File: config.mk
export PLATFORM = sky130hd
export DESIGN_NAME = mmio_responder_flat
export DESIGN_NICKNAME = d
export VERILOG_FILES = /design/src/rtl/mmio_responder_if.sv /design/src/rtl/mmio_responder.sv /design/src/flat_wrapper.sv
export SDC_FILE = /design/constraint.sdc
export NUM_CORES = 1
export LEC_CHECK = 0
export CAP_MARGIN = 20
export CORE_ASPECT_RATIO = 0.5
export CORE_UTILIZATION = 53
export CTS_CLUSTER_SIZE = 24
export DETAILED_ROUTE_END_ITERATION = 16
export PLACE_DENSITY = 0.95
export SLEW_MARGIN = 20
export SYNTH_ARGS = -nofsm -noshare
export SYNTH_HDL_FRONTEND = slang
export SYNTH_SLANG_ARGS = --single-unit
export TNS_END_PERCENT = 10
File: constraint.sdc
create_clock -name clk -period 3.8 [get_ports clk]
set_input_delay 0.76 -clock clk [delete_from_list [all_inputs] [get_ports clk]]
set_output_delay 0.76 -clock clk [all_outputs]
set_load 0.005 [all_outputs]
File: src/rtl/mmio_responder_if.sv
// mmio_responder_if: core data-port bus and TX byte stream of the MMIO responder.
interface mmio_responder_if;
    logic [31:0] addr;
    logic [31:0] din;
    logic        we;
    logic        en;
    logic [31:0] dout;
    logic        hit_q;
    logic [7:0]  tx_data;
    logic        tx_valid;
    logic        tx_ready;
    modport master (output addr, din, we, en, tx_ready, input dout, hit_q, tx_data, tx_valid);
    modport slave  (input addr, din, we, en, tx_ready, output dout, hit_q, tx_data, tx_valid);
endinterface

File: src/rtl/mmio_responder.sv
// mmio_responder: game I/O window (flap latch, frame counter, score, TX FIFO) on the SUBLEQ data port.
// The TX FIFO, TX/CLR registers and STATUS bits 1-3 exist only when MMIO_TX_FIFO_EN is defined.
module mmio_responder #(
    parameter logic [31:0] IO_BASE    = 32'hFFFF_FFF0,
    parameter int          FIFO_DEPTH = 4
) (
    input  logic            clk,
    input  logic            rst_n,
    input  logic            i_flap_btn,
    input  logic            i_vsync_tick,
    mmio_responder_if.slave bus
);
    logic        w_in_win, w_rd, w_wr, w_flap_edge;
    logic        w_full, w_empty, w_tx_ovf;
    logic [3:0]  w_off;
    logic [31:0] w_rdata;
    logic [2:0]  r_sync;
    logic        r_flap_pending, r_hit_q;
    logic [31:0] r_frame, r_score, r_dout;

    assign w_in_win    = bus.en && (bus.addr[31:4] == IO_BASE[31:4]);
    assign w_off       = bus.addr[3:0];
    assign w_rd        = w_in_win && !bus.we;
    assign w_wr        = w_in_win && bus.we;
    // r_sync[1:0] is the synchronizer, r_sync[2] the edge-detect history
    assign w_flap_edge = r_sync[1] && !r_sync[2];

    always_comb begin
        w_rdata = '0;
        case (w_off)
            4'h0:    w_rdata = {28'b0, w_tx_ovf, w_empty, w_full, r_flap_pending};
            4'h1:    w_rdata = {31'b0, r_flap_pending};
            4'h2:    w_rdata = r_frame;
            4'h4:    w_rdata = r_score;
            default: w_rdata = '0;
        endcase
    end

    always_ff @(posedge clk or negedge rst_n) begin
        if (!rst_n) begin
            r_sync         <= '0;
            r_flap_pending <= 1'b0;
            r_frame        <= '0;
            r_score        <= '0;
            r_dout         <= '0;
            r_hit_q        <= 1'b0;
        end else begin
            r_sync  <= {r_sync[1:0], i_flap_btn};
            r_hit_q <= w_rd;
            if (w_rd)
                r_dout <= w_rdata;
            if (w_flap_edge)
                r_flap_pending <= 1'b1;
            else if (w_rd && w_off == 4'h1)
                r_flap_pending <= 1'b0;
            if (w_wr && w_off == 4'h2)
                r_frame <= bus.din;
            else if (i_vsync_tick)
                r_frame <= r_frame + 32'd1;
            if (w_wr && w_off == 4'h4)
                r_score <= bus.din;
        end
    end

    assign bus.dout  = r_dout;
    assign bus.hit_q = r_hit_q;

`ifdef MMIO_TX_FIFO_EN
    localparam int AW = $clog2(FIFO_DEPTH);
    logic [7:0]  r_mem [FIFO_DEPTH];
    logic [AW:0] r_wp, r_rp;
    logic        r_tx_ovf, w_push_req, w_pop, w_push;

    assign w_full       = (r_wp[AW] != r_rp[AW]) && (r_wp[AW-1:0] == r_rp[AW-1:0]);
    assign w_empty      = r_wp == r_rp;
    assign w_pop        = !w_empty && bus.tx_ready;
    assign w_push_req   = w_wr && w_off == 4'h3;
    // a full FIFO still accepts a push when the head leaves on the same edge
    assign w_push       = w_push_req && (!w_full || w_pop);
    assign w_tx_ovf     = r_tx_ovf;
    assign bus.tx_valid = !w_empty;
    assign bus.tx_data  = w_empty ? 8'h00 : r_mem[r_rp[AW-1:0]];

    always_ff @(posedge clk or negedge rst_n) begin
        if (!rst_n) begin
            r_wp     <= '0;
            r_rp     <= '0;
            r_tx_ovf <= 1'b0;
        end else begin
            if (w_push)
                r_wp <= r_wp + 1'b1;
            if (w_pop)
                r_rp <= r_rp + 1'b1;
            if (w_push_req && !w_push)
                r_tx_ovf <= 1'b1;
            else if (w_wr && w_off == 4'h5 && bus.din[0])
                r_tx_ovf <= 1'b0;
        end
    end

    always_ff @(posedge clk)
        if (w_push)
            r_mem[r_wp[AW-1:0]] <= bus.din[7:0];
`else
    logic w_unused_tx_ready;
    assign w_unused_tx_ready = bus.tx_ready;
    assign w_full            = 1'b0;
    assign w_empty           = 1'b1;
    assign w_tx_ovf          = 1'b0;
    assign bus.tx_valid      = 1'b0;
    assign bus.tx_data       = 8'h00;
`endif
endmodule

File: src/flat_wrapper.sv
// flat-port wrapper written by rule: the top's interface ports become plain ports
module mmio_responder_flat 
#(
    parameter logic [31:0] IO_BASE    = 32'hFFFF_FFF0,
    parameter int          FIFO_DEPTH = 4
)
  (clk, rst_n, i_flap_btn, i_vsync_tick, bus_addr, bus_din, bus_we, bus_en, bus_tx_ready, bus_dout, bus_hit_q, bus_tx_data, bus_tx_valid);
  mmio_responder_if bus_i ();
  input  logic clk;
  input  logic rst_n;
  input  logic i_flap_btn;
  input  logic i_vsync_tick;
  input wire logic [$bits(bus_i.addr)-1:0] bus_addr;
  input wire logic [$bits(bus_i.din)-1:0] bus_din;
  input wire logic [$bits(bus_i.we)-1:0] bus_we;
  input wire logic [$bits(bus_i.en)-1:0] bus_en;
  input wire logic [$bits(bus_i.tx_ready)-1:0] bus_tx_ready;
  output wire logic [$bits(bus_i.dout)-1:0] bus_dout;
  output wire logic [$bits(bus_i.hit_q)-1:0] bus_hit_q;
  output wire logic [$bits(bus_i.tx_data)-1:0] bus_tx_data;
  output wire logic [$bits(bus_i.tx_valid)-1:0] bus_tx_valid;
  assign bus_i.addr = bus_addr;
  assign bus_i.din = bus_din;
  assign bus_i.we = bus_we;
  assign bus_i.en = bus_en;
  assign bus_i.tx_ready = bus_tx_ready;
  assign bus_dout = bus_i.dout;
  assign bus_hit_q = bus_i.hit_q;
  assign bus_tx_data = bus_i.tx_data;
  assign bus_tx_valid = bus_i.tx_valid;
  mmio_responder #(.IO_BASE(IO_BASE), .FIFO_DEPTH(FIFO_DEPTH)) u_core (.clk(clk), .rst_n(rst_n), .i_flap_btn(i_flap_btn), .i_vsync_tick(i_vsync_tick), .bus(bus_i));
endmodule
# [Word level (Yosys, flattened, before mapping)]
# Cells that the tools add are included.
[word_totals] wordCells=28 output_inout_bits=42 input_bits=71 ff_bits=101
[classes] n_mux=5 eq_ne=4 n_addsub=1 n_reduce_logical=12
[ops] op="case mux 32 bit (4 select lines)" n=1
[ops] op="two-way mux 32 bit" n=2
[ops] op="adder 32 x 1 -> 32 bit (second input constant)" n=1
[ops] op="equality test 28 bit (second input constant)" n=1
[ops] op="logical AND 1 bit" n=7
[ops] op="equality test 4 x 1 -> 1 bit (second input constant)" n=1
[ops] op="equality test 4 x 2 -> 1 bit (second input constant)" n=1
[ops] op="equality test 4 x 3 -> 1 bit (second input constant)" n=1
[ops] op="logical NOT 4 bit" n=1
[ops] op="nonzero test 2 bit" n=2
[ops] op="logical NOT 1 bit" n=2
[ops] op="two-way mux 1 bit" n=2

# [Depth between registers and ports, before layout]
# Gate-level depths: netlist (run 1).
[depth] word_depth=6 mapped_depth=7 ltp_nobuf=6

# [Least setup slack after synthesis (run 1)]
# No wires, ideal clock.
[synth_timing] path_type="in2reg" from="in bus_addr[24]" to="reg u_core.r_flap_pending" stages=6 t_arrival_ps=2216 setup_slack_ps=1463 setup_time_ps=121 path_buffers=1 cell_sequence="nand4_1 -> nor4_1 -> nand3b_1 -> clkbuf_1 -> or4_1 -> a22o_1"
[synth_between] elab_chain_cells=5
[synth_lines] item="start: declaration" line_no="flat_wrapper.sv:13" source="input wire logic [$bits(bus_i.addr)-1:0] bus_addr;"
[synth_lines] item="equality test 28 bit" line_no="mmio_responder.sv:21" source="assign w_in_win = bus.en && (bus.addr[31:4] == IO_BASE[31:4]);"
[synth_lines] item="logical AND 1 bit" line_no="mmio_responder.sv:21"
[synth_lines] item="logical AND 1 bit" line_no="mmio_responder.sv:23" source="assign w_rd = w_in_win && !bus.we;"
[synth_lines] item="logical AND 1 bit" line_no="mmio_responder.sv:54" source="else if (w_rd && w_off == 4'h1)"
[synth_lines] item="nonzero test 2 bit (no source line)"
[synth_lines] item="end signal: assignment" line_no="mmio_responder.sv:42" source="r_flap_pending <= 1'b0;"
[synth_lines] item="end signal: assignment" line_no="mmio_responder.sv:53" source="r_flap_pending <= 1'b1;"
[synth_lines] item="end signal: assignment" line_no="mmio_responder.sv:55" source="r_flap_pending <= 1'b0;"
[synth_lines] item="end: declaration" line_no="mmio_responder.sv:18" source="logic r_flap_pending, r_hit_q;"
# No other way between the ends.
# A chain may end at the register's enable or synchronous reset.

# [Final worst setup path (run 1)]
[layout_timing] from="in bus_addr[7]" to="reg u_core.r_flap_pending"
# Same word-level chain as after synthesis.

==> reports/summary.md, run 1 <==
Combinational logic burns 9.9% of the power. The number of hold violations in the final report is 0, and the worst slack at placement is 669 ps. Dividing the detail-routed via count by the number of cells gives 6.15.

The final cycle utilization of the critical path came out at 77.4%. Sorting the synthesized cells by area gives the leading types as dfrtp_1 54%, mux2_2 7.7%, a22oi_1 4.8%, xor2_1 3.9%, a21oi_1 3.9%. The number of slew-limit violations in the final report was 0; the number of cell rows was 23.

Subtracting the final worst setup slack from the clock period gives 2940 ps. In this run the cell area of the synthesized design comes to 4660 µm². The commonest cells after synthesis are 101 x dfrtp_1, 46 x nand2_1, 38 x nor2_1, 36 x a21oi_1, 32 x mux2_2. For the pin with the worst max-slew slack, the measured transition is 662 ps. The tools report the endpoint kind of the worst setup timing path as a register.

The instance count of the mapped netlist came out at 450. Entering global routing, the biggest net connects 65 pins. The number of buffers added on ports came out at 102. In the synthesized netlist the dominant register cell turns out to be dfrtp_1.

After clock tree synthesis, the repair step resized 0 gates. The area added between synthesis and finish is 30.5%, and the fraction of registers with async set/reset is 100%. Internal power comes to 0.00180 W. The tools report the arrival time at the worst endpoint as 3180 ps.

Global routing used 30.8% of the available tracks. The repair_antennas step left the layout with diodes totalling 0. Total power for the finished layout comes to 0.00240 W.

Synthesis inferred 101 register bits. IR analysis of the VDD net gives a maximum drop of 0.227 mV. The distinct cell type count after synthesis was 33.

For this run, the top clock speed supported by timing is 340 MHz. The number of antenna violations at the first check in global routing is 0. TritonCTS built the clock tree. The logs give 113 for the top-level port count and 8260 µm² for the placeable core area.

The number of buffers inserted for hold repair after clock tree synthesis was 0; the final antenna-violating net count was 0. The insertion delay of the later-clocked pin in the worst-skew pair is 360 ps. Sequential share of the synthesized area: 54.2%. The run gives 647 as the number of placed cells counting well taps.

Averaged over all synthesized cells, the footprint is 10.4 µm². In this run the power density over the cells is 395 nW/µm². The H-tree was split into 3 levels.

The source of the worst hold timing path was u_core.r_sync[0]. The first routing iteration left 485 violations. The tree built by TritonCTS fans out to 101 sinks. The floorplan step set the die height to 68.3 µm. In this run the biggest area consumer among cell types represents 54.2% of the synthesized area.

For this run, the number of Yosys warnings is 0. The run finished with clean final reports. The dominant cell type by area after synthesis was dfrtp_1. Class of the most critical hold timing path: reg -> reg. For this configuration, the core starts out at a cell density of 56.4%. The critical path is of the in -> reg type. The tools report the power share of the clock group as 40.3%. The horizontal extent of the die came out at 135 µm. The via count of the first global-routing pass is 4,129, and the leakage power total is 2.62 nW.

The logs give 0 for the number of max-cap violations and 13.2 mm for the wire length after detailed routing. The routed layout has 4,076 vias. The most common cell in the synthesized netlist is dfrtp_1. The share of final-layout standard cells stronger than drive strength 1 was 11.8%. The congestion estimate from routability-driven global placement came to 0.839. Per report_power, the sequential group accounts for 49.8% of the total. The global-route wire length before repair is 20.7 mm. The launching element type of the critical path was a primary input. The root buffer cell chosen for the clock tree is clkbuf_16. The tools report the remaining max-slew budget at the tightest pin as 55.9%.

Setup slack closes at 859 ps. In this run, synthesis inferred 0 flip-flops with an integrated enable. Setup repair after global routing left no endpoint under its margin. The logs give 8.00 mm for the final HPWL from detailed placement and 9 for the number of clock buffers inserted by TritonCTS. The critical path starts at bus_addr[7]. In the final design database the tool counted 618 nets.

The average detailed-routed wire length per instance came out at 19.9 µm. Of all nets on the critical path, the largest fanout is 29. The power dissipated by switching net loads came out at 0.000606 W. STA puts the critical path data required time at 4040 ps. The finished layout holds 663 standard cells, fillers aside. Buffers added to address setup during post-CTS repair amount to 0. Clock-pin slew reported for the worst setup and hold paths after clock tree synthesis: 60 ps.

Of the total power, the share spent switching nets is 25.2%. Sum of negative setup slack: 0 ps. Summed over all layers, the global routing overflow is 0. Worst clock skew: 8.50 ps. The tools report the launching point of the worst reg2reg path as u_core.r_frame[0]. Setup violations remaining at the end of the flow were counted as 0. The longest clock path from root to sink contains 2 buffers.

The count of filler cells inserted in the layout is 517, and the length of the first detailed-routing pass in iterations is 6. For the overall die area, the log shows 9190 µm². The DRC violation count after routing was 0.
[worst max-delay path, stage by stage]
cell and delay (ps):
clkdlybuf4s50_1 500, nand4_1 110, nor4_1 590, nand3b_1 240, buf_4 290, or4_1 500, a22o_1 190
[kinds of logic (layout without fill, tap and decap cells)]
logic type / Yosys count / after routing / synth area share, %
mux: 33 / 33 / 7.95
other cells: 1 / 9 / 0.0805
flops: 101 / 101 / 54.2
compound gates: 99 / 99 / 12.4
simple gates: 143 / 143 / 15.2
fa+ha+maj: 1 / 1 / 0.268
buf+inv: 41 / 134 / 4.05
xor+xnor: 31 / 31 / 5.83
[sequential cells by signal, summed over array words and instances (netlist names)]
name,flops
u_core.bus.dout,32
u_core.bus.hit_q,1
u_core.r_flap_pending,1
u_core.r_frame,32
u_core.r_score,32
u_core.r_sync,3
[cell usage in the layout, fill, tap and decap left out, types with 2 or more instances in the layout]
cell type,n
nor4_2,2
xor2_1,21
nand3_1,14
and4_1,2
clkbuf_16,9
nand4_1,19
clkbuf_8,3
buf_4,11
mux2_2,32
nor3_1,4
nand2_1,46
o21ai_0,31
nor4_1,8
inv_1,6
a21oi_1,36
conb_1,9
dfrtp_1,101
xnor2_1,10
a22oi_1,30
and3_1,2
nor2_1,38
clkdlybuf4s50_1,101
[routing by layer]
layer / track usage, % / share of wire, % / routed length [µm]
met3: 10.0 / 7.8 / 1030
met2: 53.9 / 50 / 6560
met4: 17.7 / 4.1 / 546
met1: 34.4 / 38 / 5060
met5: 0 / 0 / 0
[power groups by stage]
stage          Sequential, W  Combinational, W  Clock, W
6_report             0.00120          0.000237  0.000969
2_1_floorplan        0.00118          0.000114         0
5_1_grt              0.00120          0.000259   0.00102
4_1_cts              0.00119          0.000235  0.000973
3_3_place_gp         0.00120          0.000208         0
3_5_place_dp         0.00121          0.000222         0
[layout make-up]
class                           instances  area (µm²)  area share [%]
Sequential cell                       101        2530            41.6
Clock buffer                           13         270            4.44
Multi-Input combinational cell        316        1990            32.6
Tap cell                              112         140            2.30
Inverter                                6        22.5           0.370
Timing Repair Buffer                  112        1090            18.0
Clock inverter                          3        42.5           0.699
[path summary, 6_finish.rpt]
| path | depth (start not counted) | endpoint | slack, ps |
|---|---|---|---|
| worst min register to register | 0 | u_core.r_sync[1] | 370 |
| worst max-delay path | 7 | u_core.r_flap_pending | 860 |
| worst max register to register | 6 | u_core.r_frame[28] | 1580 |
| worst min-delay path | 0 | u_core.r_sync[1] | 370 |
| min in group asynchronous | 1 | u_core.r_score[8] | 420 |
| max in group asynchronous | 2 | u_core.bus.dout[21] | 2590 |
[stage by stage]
stage	hold slack, ps	instance area [µm²]	utilization [%]
after global routing	387	6080	73.6
after CTS	368	6080	73.6
after floorplan	331	4690	-
after detailed placement	355	5770	69.9
after global placement	355	5770	69.9
final	369	6080	73.6
(Power assumes the default switching activity.)
==> run 2: changes to the inputs <==
--- a/config.mk
+++ b/config.mk
@@ -7,10 +7,10 @@
 export LEC_CHECK = 0
 export CAP_MARGIN = 20
 export CORE_ASPECT_RATIO = 0.5
-export CORE_UTILIZATION = 53
+export CORE_UTILIZATION = 45
 export CTS_CLUSTER_SIZE = 24
 export DETAILED_ROUTE_END_ITERATION = 16
-export PLACE_DENSITY = 0.95
+export PLACE_DENSITY = 0.87
 export SLEW_MARGIN = 20
 export SYNTH_ARGS = -nofsm -noshare
 export SYNTH_HDL_FRONTEND = slang
==> constraint.sdc (replaced) <==
create_clock -name clk -period 2.6 [get_ports clk]
set_input_delay 0.52 -clock clk [delete_from_list [all_inputs] [get_ports clk]]
set_output_delay 0.52 -clock clk [all_outputs]
set_load 0.005 [all_outputs]
==> run 2 against run 1 <==
Combinational power rose by 41%. Total power rose by 37%. Count of clock-buffer cells in the layout fell by 2. First-iteration DRC count fell by 41%. Critical path depth fell by 1. Highest routed layer unchanged. Register-to-register slack got worse by 1200 ps. Die area rose by 17%. Via count fell by 8.0%. Critical endpoint is now u_core.r_frame[26]. Sequential cell count did not move. Cell count rose by 4.1%. Core utilization fell by 11 points.
==> reports/summary.md, run 2 (synthesis gave the netlist of run 1 again) <==
The number of antenna violations at the first check in global routing is 0 (unchanged). The number of cells traversed by the worst register-to-register path is 6 (unchanged). The launching element type of the critical path is a register. The run gives 3,721 (-9.9%) as the via count of the first global-routing pass. Routed signal wires occupy layers up through met4. Setup slack of the worst register-to-register path: 420 ps (-1160 ps). The number of slew-limit violations in the final report is 0 (unchanged), and the clock sink count is 101 (unchanged). For the number of setup buffers added after CTS, the log shows 0 (unchanged). The area added between synthesis and finish works out to 31.5%. Among cell families on the critical path, the largest total delay comes from simple AND/OR/NAND/NOR gates.

The run gives 350 ps (about the same) as the insertion delay of the later-clocked pin in the worst-skew pair. The logs give 3,751 (-8.0%) for the total number of vias and 5.51 mm (-16%) for the met2 wirelength from detailed routing. The total routed wire length on the met1 layer came out at 4.72 mm (-6.7%). The actual transition at the worst max-transition pin was 621 ps (-41.3 ps); the total congestion overflow after global routing was 0 (unchanged). Slack of the critical path: 420 ps (-439 ps).

The total buffers and inverters traversed by the critical path is 0 (-2). The worst register-to-register path begins at u_core.r_frame[0]. The logs give 0 (unchanged) for the number of antenna diodes and 0 (unchanged) for the number of max-cap violations. The initial standard-cell utilization of the core is 47.7% (-8.7 points), and the routability congestion estimate is 0.821 (-2.2%). The biggest fanout along the worst timing path is 8 (-72%), and the worst clock skew is 7.52 ps (-0.988 ps). Utilization after layout: 62.8% (-11 points). The number of hold violations in the final report was 0 (unchanged). TritonCTS built the clock tree.

The sum of negative setup slack is 0 ps (unchanged). The fmax is 459 MHz. The tools report the maximum buffer depth of the clock tree as 2 (unchanged).

The tools report the worst slack at placement as 98.3 ps (-571 ps). The worst path required time is 2820 ps (-1220 ps), and the number of buffers added on ports is 102 (unchanged). The vertical die dimension works out to 74.0 µm (+8.3%).

The tools report the post-layout net count as 623 (+0.81%). The DRC violation count after routing was 0 (unchanged). The signal on the critical path passes through ha_1, nand2_1, or4_4, nor4_1, xnor2_1, a21oi_1. The slowest cell on the critical path was dfrtp_1. The horizontal extent of the die was 146 µm (+8.4%).

Average detailed-routed wire length per instance: 15.8 µm (-21%). The worst setup path is of the reg -> reg kind. The share of final-layout standard cells stronger than drive strength 1 is 12.4% (+0.64 points), and the number of instances resized during post-cts repair is 0 (unchanged).

The worst path needs 2180 ps of the cycle, external delays included. For the placeable core area, the log shows 9760 µm² (+18%). The tools report the global-route wire length before repair as 18.2 mm (-12%). The length of the first detailed-routing pass in iterations came out at 5 (-1). For the remaining max-slew budget at the tightest pin, the log shows 58.6% (+2.8 points). Largest net degree at the start of global routing: 56 (-14%). The logs give 285 (-41%) for the number of DRC markers after the initial detailed-route iteration and 0.399 mV (+76%) for the largest vdd supply drop. Setup repair after global routing left no endpoint under its margin.

The tools report the final antenna-violating net count as 0 (unchanged). The tools report the root buffer cell as clkbuf_16. For the H-tree level count, the log shows 3 (unchanged). The clock-pin slew reported for the worst setup and hold paths after clock tree synthesis is 70 ps (about the same), and the number of setup violations in the final report is 0 (unchanged).

The run finished with clean final reports. The critical path's largest stage delay works out to 540 ps (-50 ps). The run gives 2400 ps (-780 ps) as the arrival time at the worst endpoint. The per-cell via count in the routed design works out to 5.44 (-12%). Tracing the worst setup path back leads to its startpoint at u_core.r_frame[0]. The run gives 10.9 mm (-17%) as the wire length after detailed routing.

The top cell types in the final layout, fill and taps aside, are 101 x clkdlybuf4s50_1, 101 x dfrtp_1, 46 x nand2_1. The endpoint of the lowest-slack register-to-register path is u_core.r_frame[26]. The routed wire length on met3 is 552 µm (-46%), and the power density normalized to cell area is 538 nW/µm² (+36%).

In this run the worst hold path is classified as in -> async. The logs give 6130 µm² (+0.76%) for the final cell area excluding filler cells and 5860 µm² (+1.6%) for the instance area after placement. The tools report the leakage power total as 2.63 nW (+0.43%). The minimum hold slack came out at 184 ps (-186 ps). The tools report the overall die area as 10,800 µm² (+17%). The final cycle utilization of the critical path was 83.9%; the number of cell rows was 25 (+8.7%).

For the final HPWL from detailed placement, the log shows 7.50 mm (-6.2%). The top-level port count was 113 (unchanged). The total global routing track utilization came out at 21.9% (-8.9 points). The number of clock buffers inserted by TritonCTS was 9 (unchanged). STA classifies the critical path endpoint as a register.

Number of buffers inserted for hold repair after clock tree synthesis: 0 (unchanged).
run 2: area by class of cell:
cell class              count  area, µm²
repair buffers            117       1160
multi-input cells         316       1990
fillers                   769       3630
clock buffers              11        243
well taps                 135        169
flip-flops and latches    101       2530
inverters                   6       22.5
clock inverters             4       25.0
run 2: worst max-delay path by stage:
stage	end	slack (ps)	cells after the start
3_3_place_gp	u_core.r_frame[26]	120	6
5_1_grt	u_core.r_frame[26]	350	6
4_1_cts	u_core.r_frame[26]	460	6
2_1_floorplan	u_core.r_flap_pending	500	6
6_report	u_core.r_frame[26]	420	6
3_5_place_dp	u_core.r_frame[26]	100	6
run 2: power breakdown:
| part | internal, W | switching [W] | leakage, nW |
|---|---|---|---|
| logic | 0.000181 | 0.000153 | 1.11 |
| clock network | 0.000666 | 0.000558 | 0.127 |
| registers | 0.00163 | 0.000111 | 1.39 |
| total | 0.00247 | 0.000822 | 2.63 |
run 2: metrics by stage:
step	power, W	instances
3_5_place_dp	0.00209	675
6_report	0.00329	690
5_1_grt	0.00341	690
4_1_cts	0.00331	690
3_3_place_gp	0.00207	675
2_1_floorplan	0.00189	458
run 2: metal layers:
metal / GRT usage, % / up-vias
met2: 38.8 / 113
met1: 26.7 / 1836
met3: 6.32 / 14
met5: 0 / -
met4: 6.43 / 0
li1: - / 1788
